<file path="config.mk">
export PLATFORM = sky130hd
export DESIGN_NAME = dcsk_frame_sequencer
export DESIGN_NICKNAME = d
export VERILOG_FILES = /design/src/rtl/dcsk_frame_sequencer.sv
export SDC_FILE = /design/constraint.sdc
export NUM_CORES = 1
export LEC_CHECK = 0
export ABC_AREA = 0
export CAP_MARGIN = 20
export CORE_UTILIZATION = 54
export CTS_BUF_LIST = sky130_fd_sc_hd__clkbuf_8
export CTS_CLUSTER_DIAMETER = 100
export CTS_CLUSTER_SIZE = 24
export DETAILED_ROUTE_END_ITERATION = 8
export PLACE_DENSITY_LB_ADDON = 0.1
export SYNTH_ARGS = -nofsm -noshare
export SYNTH_HDL_FRONTEND = slang
export SYNTH_SLANG_ARGS = --single-unit
</file>
<file path="constraint.sdc">
create_clock -name i_clk -period 2.35 [get_ports i_clk]
set_input_delay 0.5875 -clock i_clk [delete_from_list [all_inputs] [get_ports i_clk]]
set_output_delay 0.5875 -clock i_clk [all_outputs]
set_load 0.05 [all_outputs]
</file>
<file path="src/rtl/dcsk_frame_sequencer.sv">
// DCSK frame sequencer: walks bit/chip indices through one frame of N bits, each
// spread over 2*SF chips, with a start/busy/done handshake, abort and config checking.
module dcsk_frame_sequencer #(
    parameter int MIN_SF_LOG2 = 1,
    parameter int MAX_SF_LOG2 = 4,
    parameter int MAX_BITS    = 1024,
    localparam int CHIP_W     = MAX_SF_LOG2 + 1,
    localparam int BIT_W      = $clog2(MAX_BITS),
    localparam int LEN_W      = $clog2(MAX_BITS + 1)
) (
    input  logic              i_clk,
    input  logic              i_arst_n,
    input  logic              i_start,
    input  logic              i_abort,
    input  logic [2:0]        i_sf_log2,
    input  logic [LEN_W-1:0]  i_frame_len,
    input  logic              i_chip_en,
    output logic              o_busy,
    output logic              o_done,
    output logic              o_cfg_err,
    output logic [BIT_W-1:0]  o_bit_index,
    output logic [CHIP_W-1:0] o_chip_index,
    output logic              o_data_half,
    output logic              o_bit_strobe,
    output logic              o_last_chip
);

    localparam logic [2:0]       MIN_SF  = 3'(MIN_SF_LOG2);
    localparam logic [2:0]       MAX_SF  = 3'(MAX_SF_LOG2);
    localparam logic [LEN_W-1:0] MAX_LEN = LEN_W'(MAX_BITS);

    typedef enum logic [1:0] {
        ST_IDLE = 2'd0,
        ST_RUN  = 2'd1,
        ST_DONE = 2'd2
    } state_t;

    state_t            state_reg, state_next;
    logic [2:0]        sf_reg, sf_next;
    logic [LEN_W-1:0]  len_reg, len_next;
    logic [BIT_W-1:0]  bit_reg, bit_next;
    logic [CHIP_W-1:0] chip_reg, chip_next;
    logic              cfg_err_reg, cfg_err_next;

    logic [CHIP_W-1:0] chip_max;
    logic              at_wrap;
    logic              last_bit;
    logic              cfg_legal;
    logic              run;

    // Last chip index of a bit is 2*SF-1: every bit at or below the latched sf set.
    for (genvar gi = 0; gi < CHIP_W; gi++) begin : g_chip_max
        assign chip_max[gi] = (3'(gi) <= sf_reg);
    end

    assign at_wrap   = (chip_reg == chip_max);
    assign last_bit  = (LEN_W'(bit_reg) == (len_reg - LEN_W'(1)));
    assign cfg_legal = (i_sf_log2 >= MIN_SF) && (i_sf_log2 <= MAX_SF) &&
                       (i_frame_len != '0) && (i_frame_len <= MAX_LEN);
    assign run       = (state_reg == ST_RUN);

    always_ff @(posedge i_clk or negedge i_arst_n) begin
        if (!i_arst_n) begin
            state_reg   <= ST_IDLE;
            sf_reg      <= '0;
            len_reg     <= '0;
            bit_reg     <= '0;
            chip_reg    <= '0;
            cfg_err_reg <= 1'b0;
        end else begin
            state_reg   <= state_next;
            sf_reg      <= sf_next;
            len_reg     <= len_next;
            bit_reg     <= bit_next;
            chip_reg    <= chip_next;
            cfg_err_reg <= cfg_err_next;
        end
    end

    always_comb begin
        state_next   = state_reg;
        sf_next      = sf_reg;
        len_next     = len_reg;
        bit_next     = bit_reg;
        chip_next    = chip_reg;
        cfg_err_next = 1'b0;
        case (state_reg)
            ST_IDLE: begin
                if (!i_abort && i_start) begin
                    if (cfg_legal) begin
                        sf_next    = i_sf_log2;
                        len_next   = i_frame_len;
                        bit_next   = '0;
                        chip_next  = '0;
                        state_next = ST_RUN;
                    end else begin
                        cfg_err_next = 1'b1;
                    end
                end
            end
            ST_RUN: begin
                if (i_abort) begin
                    bit_next   = '0;
                    chip_next  = '0;
                    state_next = ST_IDLE;
                end else if (i_chip_en) begin
                    if (!at_wrap) begin
                        chip_next = chip_reg + CHIP_W'(1);
                    end else if (!last_bit) begin
                        chip_next = '0;
                        bit_next  = bit_reg + BIT_W'(1);
                    end else begin
                        bit_next   = '0;
                        chip_next  = '0;
                        state_next = ST_DONE;
                    end
                end
            end
            ST_DONE: begin
                state_next = ST_IDLE;
            end
            default: begin
                bit_next   = '0;
                chip_next  = '0;
                state_next = ST_IDLE;
            end
        endcase
    end

    assign o_busy       = run;
    assign o_done       = (state_reg == ST_DONE);
    assign o_cfg_err    = cfg_err_reg;
    assign o_bit_index  = bit_reg;
    assign o_chip_index = chip_reg;
    assign o_data_half  = run && chip_reg[sf_reg];
    assign o_bit_strobe = run && i_chip_en && (chip_reg == '0);
    assign o_last_chip  = run && at_wrap && last_bit;

endmodule

</file>
==> results.sh <==
export IMPL_cellLeakagePower_nw=1.35
export IMPL_synth_async_reset_ratio_pct=100
export IMPL_grt_use_met2_pct=51.3
export IMPL_gp_congestion=0.775
export IMPL_via_per_inst=6.01
export IMPL_worstHoldEndpoint="len_reg[10]"
export IMPL_worstPathRequired_ns=1.76
export IMPL_antenna_left=0
export IMPL_wl_per_cell_um=17.5
export IMPL_ctsHoldBuffers=0
export IMPL_yosysSeqAreaShare_pct=38.3
export IMPL_io_pins=40
export IMPL_syn2layout_area_growth_pct=50.4
export IMPL_dpl_hpwl_um=4020
export IMPL_synth_area_per_cell_um2=9.21
export IMPL_hold_violations=0
export IMPL_fin_nets=337
export IMPL_cts_tree="done"
export IMPL_use_met3_pct=5.71
export IMPL_synth_seq_cells=32
export IMPL_violations="setup timing"
export IMPL_first_iter_violations=230
export IMPL_clock_path_buffers=2
export IMPL_antenna_found_initial=0
export IMPL_die_w_um=64.2
export IMPL_regToRegEndpoint="o_bit_index[6]"
export IMPL_cpPeakStageDelay_ns=0.39
export IMPL_synthesis_nets=250
export IMPL_cp_cell_sequence="buf_4, nor4_4, nand2_1, o311ai_1, or2_1, nand3_2, nor3_4, buf_12"
export IMPL_reg2reg_from="len_reg[1]"
export IMPL_diodes=0
export IMPL_core_region_area_um2=3690
export IMPL_worst_setup_path_start_kind="flop"
export IMPL_slew_viol_final=0
export IMPL_num_rows=22
export IMPL_cts_sinks=32
export IMPL_min_path_type="reg -> reg"
export IMPL_synth_flop_cell="dfrtp_1"
export IMPL_top_usage_layer="met2"
export IMPL_worstPathArrival_ns=2.12
export IMPL_syn_area_um2=2090
export IMPL_max_slew_margin_pct=63.3
export IMPL_powerDensity_nw_per_um2=602
export IMPL_setup_tns_ns=-0.625
export IMPL_critical_path_class="reg -> out"
export IMPL_largest_reg_flops=11
export IMPL_clk_pin_slew_worst_paths_ns=0.06
export IMPL_die_h_um=64.2
export IMPL_grt_pass1_vias=1994
export IMPL_worstRegToRegCells=10
export IMPL_rsz0062_at_grt="yes"
export IMPL_yosysWarnings=0
export IMPL_routed_wl_um=6350
export IMPL_root_buffer="clkbuf_8"
export IMPL_worst_pin_slew_ns=0.550
export IMPL_reg2reg_slack_ns=-0.08
export IMPL_hold_path_depth=1
export IMPL_synth_edff_count=0
export IMPL_grt_use_met1_pct=42.1
export IMPL_die_area_um2=4120
export IMPL_dp_cells=346
export IMPL_fin_skew_ns=0.00336
export IMPL_fin_area_um2=3140
export IMPL_initial_core_util_pct=56.7
export IMPL_max_freq_ghz=0.369
export IMPL_grt_ovfl_total=0
export IMPL_first_pass_iters=4
export IMPL_clock_latency_ns=0.29
export IMPL_syn_inst=227
export IMPL_yosysUniqueCellTypes=51
export IMPL_crit_fanout=3
export IMPL_drive_above_1_share_pct=36.2
export IMPL_grt_pass1_wl_um=9800
export IMPL_grt_start_max_net_pins=33
export IMPL_hp_start="len_reg[10]"
export IMPL_place_area_um2=2870
export IMPL_cts_made_buffers=5
export IMPL_finalCritPeriodShare_pct=115
export IMPL_status="finished with violations"
export IMPL_num_vias=2181
export IMPL_stdcell_count=363
export IMPL_htree_levels=2
export IMPL_worst_slack_ns=-0.362
export IMPL_fin_crit_ns=2.71
export IMPL_port_buffers=39
export IMPL_grt_use_total_pct=31.7
export IMPL_ir_worst_vdd_mv=0.592
export IMPL_holdWs_ns=0.573
export IMPL_drcViolationCount=0
export IMPL_drv_cap=0
export IMPL_finalSetupViolCount=6
export IMPL_end_kind="primary output"
export IMPL_cp_slowest_cell="dfrtp_1"
## layout make-up
class	instances	area, um^2
Multi-Input combinational cell	180	1350
Fill cell	216	544
Tap cell	48	60.1
Sequential cell	32	811
Inverter	8	33.8
Clock inverter	2	7.51
Clock buffer	6	82.6
Timing Repair Buffer	87	801
## report_power, final
part           leakage [nW]  switching (mW)  total (mW)  internal (mW)
Sequential            0.408           0.126       0.755          0.629
Clock                0.0538           0.197       0.427          0.230
Combinational         0.885           0.342       0.710          0.368
Total                  1.35           0.665        1.89           1.23
## cells in the final DEF (no fill, tap or decap), types with 4 or more instances in the layout
master,instances
a21oi_1,7
a31oi_1,5
buf_12,4
buf_4,47
clkbuf_8,6
clkdlybuf4s50_1,25
dfrtp_1,24
dfrtp_2,8
dlygate4sd2_1,5
dlymetal6s2s_1,5
inv_1,7
mux2_2,11
nand2_1,26
nand3_1,9
nor2_1,12
nor2b_1,4
nor3_1,7
nor4_4,6
o21ai_0,16
xnor2_1,4
xor2_1,7
## layer usage
metal	up-vias	wire length [um]
met1	1051	2710
met2	103	3180
met3	17	332
met5	-	0
met4	0	125
li1	1010	-
## repair_timing
item                                    4_1_cts  5_1_grt
setup buffers                                 8        1
pin swaps                                    16        6
endpoints found under the setup margin       28       29
gates resized for setup                      20       15
## synth_stat cells, types with 2 or more instances
library cell  count  share of area [%]
nand3_1          10                2.4
nand2_1          26                4.7
nor4_2            4                2.4
ha_1              4                2.4
or3_1             3               0.90
nand4_1           2               0.60
or2_2             4                1.2
a31oi_1           6                1.8
o21ai_2           2               0.84
buf_6             3                1.6
nor3_2            3                1.4
clkbuf_1          3               0.54
o211ai_1          2               0.72
xnor2_1           4                1.7
and3b_1           2               0.84
a31o_2            2               0.84
xor2_1            7                2.9
inv_1             8                1.4
nor2b_1           4                1.2
o21ai_0          17                4.1
nor4_1            3               0.90
nor3b_1           2               0.72
a211o_1           2               0.84
o2bb2ai_1         3                1.3
a21oi_1          10                2.4
a21o_1            2               0.72
dfrtp_1          32                 38
nand2b_1          3               0.90
nor3_1            9                2.2
and3_1            2               0.60
nor2_1           13                2.3
mux2_2           11                5.9
## worst max path at each step
stage / startpoint / end / slack (ns) / depth (start not counted)
2_1_floorplan: o_bit_index[7] / o_last_chip / -0.27 / 7
3_3_place_gp: i_frame_len[1] / o_bit_index[6] / -0.42 / 7
3_5_place_dp: i_frame_len[1] / o_bit_index[6] / -0.53 / 7
4_1_cts: len_reg[1] / o_last_chip / -0.30 / 9
5_1_grt: len_reg[5] / o_last_chip / -0.45 / 7
6_report: len_reg[1] / o_last_chip / -0.36 / 8
## per-stage QoR
stage | power, mW | worst slack, ns | utilization, %
6_report | 1.89 | -0.362 | 85.2
5_1_grt | 1.98 | -0.450 | 85.2
4_1_cts | 1.83 | -0.303 | 83.7
3_5_place_dp | 1.33 | -0.530 | 77.9
3_3_place_gp | 1.31 | -0.420 | 77.9
2_1_floorplan | 1.07 | -0.271 | -
## critical path, delay by kind of cell (launching register included)
family / cells / cell delay, ns
AO/OA/AOI/OAI: 1 / 0.24
buffers and inverters: 2 / 0.32
flip-flops: 1 / 0.39
AND/OR/NAND/NOR: 5 / 0.90
## cells by family after synthesis
kind of cell | Yosys count | synth area share, %
multiplexers | 12 | 6.40
flip-flops | 32 | 38.3
adder cells (fa/ha/maj) | 4 | 2.39
buffers and inverters | 15 | 3.95
XOR/XNOR | 11 | 4.61
AO/OA/AOI/OAI | 55 | 17.4
AND/OR/NAND/NOR | 98 | 26.9
Note: power is estimated with default switching activity, not from simulation.
